File: src/rtl/xnor_cmp_pkg.sv
// Shared defaults, popcount-width helper and result layout for the XNOR comparator pipeline.
package xnor_cmp_pkg;

  localparam int WIDTH_DEF = 32;
  localparam int CNT_W_DEF = 16;

  // Width needed to hold a count of 0..width matching bits.
  function automatic int pc_w(input int width);
    return $clog2(width + 1);
  endfunction

  // Reduce-stage result at the default operand width. `xnor` is a reserved
  // word, so the vector field is named xnor_bits.
  typedef struct packed {
    logic [WIDTH_DEF-1:0]             xnor_bits;
    logic [$clog2(WIDTH_DEF + 1)-1:0] popcnt;
    logic                             eq;
  } result_t;

endpackage

File: src/rtl/xnor_cmp_popcnt.sv
// Combinational adder-tree popcount. Leaves are padded to a power of two with zeros.
module xnor_cmp_popcnt
  import xnor_cmp_pkg::*;
#(
  parameter  int WIDTH = WIDTH_DEF,
  localparam int PC_W  = pc_w(WIDTH)
) (
  input  logic [WIDTH-1:0] vec,
  output logic [PC_W-1:0]  count
);

  localparam int LEVELS = $clog2(WIDTH);
  localparam int LEAVES = 1 << LEVELS;

  // Level l holds LEAVES>>l partial sums. Every partial sum is at most WIDTH,
  // so PC_W bits are enough at every level.
  for (genvar l = 0; l <= LEVELS; l++) begin : g_lvl
    logic [PC_W-1:0] sum [LEAVES >> l];
    for (genvar j = 0; j < (LEAVES >> l); j++) begin : g_node
      if (l == 0) begin : g_leaf
        if (j < WIDTH) begin : g_bit
          assign sum[j] = PC_W'(vec[j]);
        end else begin : g_pad
          assign sum[j] = '0;
        end
      end else begin : g_add
        assign sum[j] = g_lvl[l-1].sum[2*j] + g_lvl[l-1].sum[2*j+1];
      end
    end
  end

  assign count = g_lvl[LEVELS].sum[0];

endmodule

File: src/rtl/xnor_cmp_pipe.sv
// Two-stage valid/ready XNOR comparator with a saturating equal-result counter.
// Optional per-bit mask port enabled by defining XNOR_CMP_MASK_EN.
module xnor_cmp_pipe
  import xnor_cmp_pkg::*;
#(
  parameter int WIDTH = WIDTH_DEF,
  parameter int CNT_W = CNT_W_DEF,
  parameter int PC_W  = pc_w(WIDTH)
) (
  input  logic             clk,
  input  logic             rst_n,
  input  logic             valid_i,
  output logic             ready_o,
  input  logic [WIDTH-1:0] a_i,
  input  logic [WIDTH-1:0] b_i,
`ifdef XNOR_CMP_MASK_EN
  input  logic [WIDTH-1:0] mask_i,
`endif
  output logic             valid_o,
  input  logic             ready_i,
  output logic [WIDTH-1:0] xnor_o,
  output logic [PC_W-1:0]  popcnt_o,
  output logic             eq_o,
  input  logic             clear_i,
  output logic [CNT_W-1:0] eq_cnt_o
);

  // Same layout as result_t, sized for this instance's WIDTH.
  typedef struct packed {
    logic [WIDTH-1:0] xnor_bits;
    logic [PC_W-1:0]  popcnt;
    logic             eq;
  } stage2_t;

  localparam logic [CNT_W-1:0] CNT_MAX = '1;

  logic             s1_v;
  logic [WIDTH-1:0] s1_x;
  logic             s2_v;
  stage2_t          s2;
  logic [CNT_W-1:0] eq_cnt;

  logic             s1_adv;
  logic             s2_adv;
  logic [WIDTH-1:0] x_d;
  logic [PC_W-1:0]  pc_d;

  assign s2_adv  = !s2_v || ready_i;
  assign s1_adv  = !s1_v || s2_adv;
  assign ready_o = s1_adv;

  always_comb begin
    // NOTE: combinational outputs get a default first so no path can infer a latch.
    x_d = ~(a_i ^ b_i);
`ifdef XNOR_CMP_MASK_EN
    x_d = x_d | mask_i;
`endif
  end

  // NOTE: sequential state uses non-blocking assignments so every register
  // samples pre-edge values regardless of statement order.
  always_ff @(posedge clk or negedge rst_n) begin
    if (!rst_n) begin
      s1_v <= 1'b0;
      s1_x <= '0;
    end else if (s1_adv) begin
      s1_v <= valid_i;
      if (valid_i) s1_x <= x_d;
    end
  end

  xnor_cmp_popcnt #(.WIDTH(WIDTH)) u_popcnt (
    .vec   (s1_x),
    .count (pc_d)
  );

  // NOTE: data registers are reset too, because the result outputs have defined reset values.
  always_ff @(posedge clk or negedge rst_n) begin
    if (!rst_n) begin
      s2_v <= 1'b0;
      s2   <= '0;
    end else if (s2_adv) begin
      s2_v <= s1_v;
      if (s1_v) begin
        s2.xnor_bits <= s1_x;
        s2.popcnt    <= pc_d;
        s2.eq        <= &s1_x;
      end
    end
  end

  // Clear has priority over an incrementing transfer in the same cycle.
  always_ff @(posedge clk or negedge rst_n) begin
    if (!rst_n) begin
      eq_cnt <= '0;
    end else if (clear_i) begin
      eq_cnt <= '0;
    end else if (s2_v && ready_i && s2.eq && (eq_cnt != CNT_MAX)) begin
      eq_cnt <= eq_cnt + CNT_W'(1);
    end
  end

  assign valid_o  = s2_v;
  assign xnor_o   = s2.xnor_bits;
  assign popcnt_o = s2.popcnt;
  assign eq_o     = s2.eq;
  assign eq_cnt_o = eq_cnt;

endmodule

File: config.mk
export PLATFORM = sky130hd
export DESIGN_NAME = xnor_cmp_pipe
export DESIGN_NICKNAME = d
export VERILOG_FILES = /design/src/rtl/xnor_cmp_pkg.sv /design/src/rtl/xnor_cmp_popcnt.sv /design/src/rtl/xnor_cmp_pipe.sv
export SDC_FILE = /design/constraint.sdc
export NUM_CORES = 1
export LEC_CHECK = 0
export BUFFER_PORTS_ARGS = -buffer_cell sky130_fd_sc_hd__buf_2
export CELL_PAD_IN_SITES_DETAIL_PLACEMENT = 1
export CELL_PAD_IN_SITES_GLOBAL_PLACEMENT = 1
export CORE_MARGIN = 2
export CORE_UTILIZATION = 42
export DETAILED_ROUTE_END_ITERATION = 8
export GPL_TIMING_DRIVEN = 0
export PLACE_DENSITY_LB_ADDON = 0.1
export SLEW_MARGIN = 10
export SYNTH_ARGS = -nofsm -noshare
export SYNTH_HDL_FRONTEND = slang
export SYNTH_SLANG_ARGS = --single-unit
File: constraint.sdc
create_clock -name clk -period 6.5 [get_ports clk]
set_clock_uncertainty 0.05 [all_clocks]
set_input_delay 0.325 -clock clk [delete_from_list [all_inputs] [get_ports clk]]
set_output_delay 0.325 -clock clk [all_outputs]
set_load 0.02 [all_outputs]
==> results.sh <==
export IMPL_leakagePower_uw=0.00313
export IMPL_post_place_ws_ps=1760
export IMPL_grt_overflow=0
export IMPL_ant_nets=0
export IMPL_cp_startpoint="s1_x[31]$_DFFE_PN0P_"
export IMPL_run_status="complete, but fails checks"
export IMPL_place_area_sq_um=5840
export IMPL_first_pass_iters=8
export IMPL_layout_commonest_cell="buf_2"
export IMPL_synth_avg_cell_area_sq_um=11.3
export IMPL_clock_latency_ps=340
export IMPL_synth_seq_cells=89
export IMPL_crit_required_ps=6660
export IMPL_r2r_start="s1_x[31]$_DFFE_PN0P_"
export IMPL_final_area_sq_um=6180
export IMPL_grt_pass1_wl_microns=20100
export IMPL_diodes=0
export IMPL_antenna_found_initial=0
export IMPL_violations="DRC"
export IMPL_area_growth_pct=23.3
export IMPL_portBuffers=124
export IMPL_clockBufferDepth=2
export IMPL_grtUsageTotal_pct=20.0
export IMPL_drv_cap=0
export IMPL_root_buffer="clkbuf_16"
export IMPL_cts_tree="built"
export IMPL_place_gp_congestion=0.831
export IMPL_drt_iter0_drc=99
export IMPL_fin_tns_setup_ps=0
export IMPL_final_util_pct=53.7
export IMPL_fin_ws_ps=1770
export IMPL_boundaryPins=126
export IMPL_dp_hpwl_microns=9140
export IMPL_cts_resized=0
export IMPL_slew_headroom_pct=62.0
export IMPL_yosysSeqAreaShare_pct=44.4
export IMPL_holdWs_ps=145
export IMPL_fp_dieH_microns=113
export IMPL_min_delay_path_class="primary input to register"
export IMPL_cp_max_fo=3
export IMPL_netlist_instances=445
export IMPL_clkSinkCount=89
export IMPL_ctsHoldBuffers=1
export IMPL_worst_pin_slew_ps=564
export IMPL_grt_max_degree=59
export IMPL_synthFlopType="dfrtp_1"
export IMPL_hold_viol=0
export IMPL_wl_per_cell_microns=16.2
export IMPL_rrSetupSlack_ps=1770
export IMPL_arrival_ps=4880
export IMPL_fin_nets=703
export IMPL_final_min_clock_period_ps=4730
export IMPL_power_density_nw_per_um2=536
export IMPL_drc=5
export IMPL_std_cell_rows=39
export IMPL_vias_per_cell=5.03
export IMPL_criticalPathCategory="register to register"
export IMPL_die_area_sq_um=12800
export IMPL_wl_microns=11800
export IMPL_via_count=3670
export IMPL_period_share_pct=72.7
export IMPL_min_from="valid_i"
export IMPL_grt_pass1_vias=4039
export IMPL_cts_made_buffers=9
export IMPL_syn_area_sq_um=5010
export IMPL_slew_viol_final=0
export IMPL_yosysWarnings=0
export IMPL_nFillCells=1290
export IMPL_timing_fmax_mhz=212
export IMPL_syn_nets=566
export IMPL_die_w_microns=113
export IMPL_ir_drop_mv=0.394
export IMPL_worstSetupEndpointType="register"
export IMPL_cp_start_kind="register"
export IMPL_drive_gt1_share_pct=32.9
export IMPL_core_area_sq_um=11500
export IMPL_most_common_layout_cells="buf_2, dfrtp_1, inv_1, nand2_1"
export IMPL_synth_edf_count=0
export IMPL_initial_core_util_pct=43.5
export IMPL_setup_viol=0
export IMPL_synth_distinct_cells=43
export IMPL_path_clk_slew_ps=60
export IMPL_htree_levels=3
export IMPL_synthArstFlopShare_pct=100
export IMPL_cts_setup_buffers=0
export IMPL_grt_setup_unrepaired="false"
==> per-layer routing <==
| layer | up-vias | wire length [microns] | global-route usage [%] |
|---|---|---|---|
| met1 | 1813 | 5480 | 26.8 |
| met2 | 91 | 5630 | 32.6 |
| met3 | 18 | 508 | 3.64 |
| met4 | 0 | 212 | 7.48 |
| met5 | - | 0 | 0 |
| li1 | 1748 | - | - |
==> metrics by stage <==
step                      power (uW)  std cells
after floorplan                 2210        445
after global placement          2640        712
after detailed placement        2790        713
after CTS                       3400        729
after global routing            3670        729
final                           3310        729
==> final timing paths <==
path,end,depth (start not counted)
min in group asynchronous,xnor_o[28]$_DFFE_PN0P_,2
min,s1_v$_DFFE_PN0N_,2
max,popcnt_o[5]$_DFFE_PN0P_,15
max reg2reg,popcnt_o[5]$_DFFE_PN0P_,15
min reg2reg,valid_o$_DFFE_PN0P_,1
max in group asynchronous,xnor_o[4]$_DFFE_PN0P_,3
==> cell usage after synthesis (5+ instances only) <==
cell type	count	area, sq um
a21oi_1	8	40.0
clkbuf_1	10	37.5
dfrtp_1	89	2230
fa_1	26	521
ha_1	26	325
inv_1	56	210
mux2_2	40	450
nand2_1	42	158
nand3_1	5	25.0
nor2_1	7	26.3
nor2b_1	5	31.3
o21ai_0	40	200
or3_1	5	31.3
xor2_1	33	289
==> cell type report <==
class / instances / area, sq um / share of cell area (%)
plain buffers: 14 / 63.8 / 1.03
clock buffers: 13 / 270 / 4.37
clock inverters: 2 / 60.1 / 0.971
inverters: 56 / 210 / 3.40
multi-input cells: 286 / 2510 / 40.6
flip-flops and latches: 89 / 2230 / 36.0
well taps: 143 / 179 / 2.89
repair buffers: 126 / 661 / 10.7
==> critical path: stages (launching register included) <==
cell	delay [ps]
dfrtp_1	430
ha_1	310
inv_1	50
fa_1	520
inv_1	50
fa_1	540
inv_1	60
fa_1	440
fa_1	500
fa_1	540
inv_1	40
ha_1	220
fa_1	420
a21o_1	200
a21oi_1	130
o21ai_0	90
==> flip-flops by register name (all words and copies together), names as in the netlist <==
register  flops
valid_o       1
eq_o          1
s1_x         32
xnor_o       32
s1_v          1
eq_cnt_o     16
popcnt_o      6
==> power by group <==
| part | switching (uW) | internal, uW | total, uW |
|---|---|---|---|
| logic | 1080 | 918 | 1990 |
| registers | 66.7 | 676 | 743 |
| clock network | 208 | 366 | 575 |
==> cell families (layout without fill, tap and decap cells) <==
kind of cell    after synthesis  in the layout  synth area share (%)
flops                        89             89                  44.4
fa+ha+maj                    52             52                  16.9
xor+xnor                     36             36                  6.29
compound gates               60             60                  6.66
simple gates                 96             96                  10.9
mux                          42             42                  9.41
buf+inv                      70            211                  5.47
No activity file was read; power rests on OpenSTA's default activity.
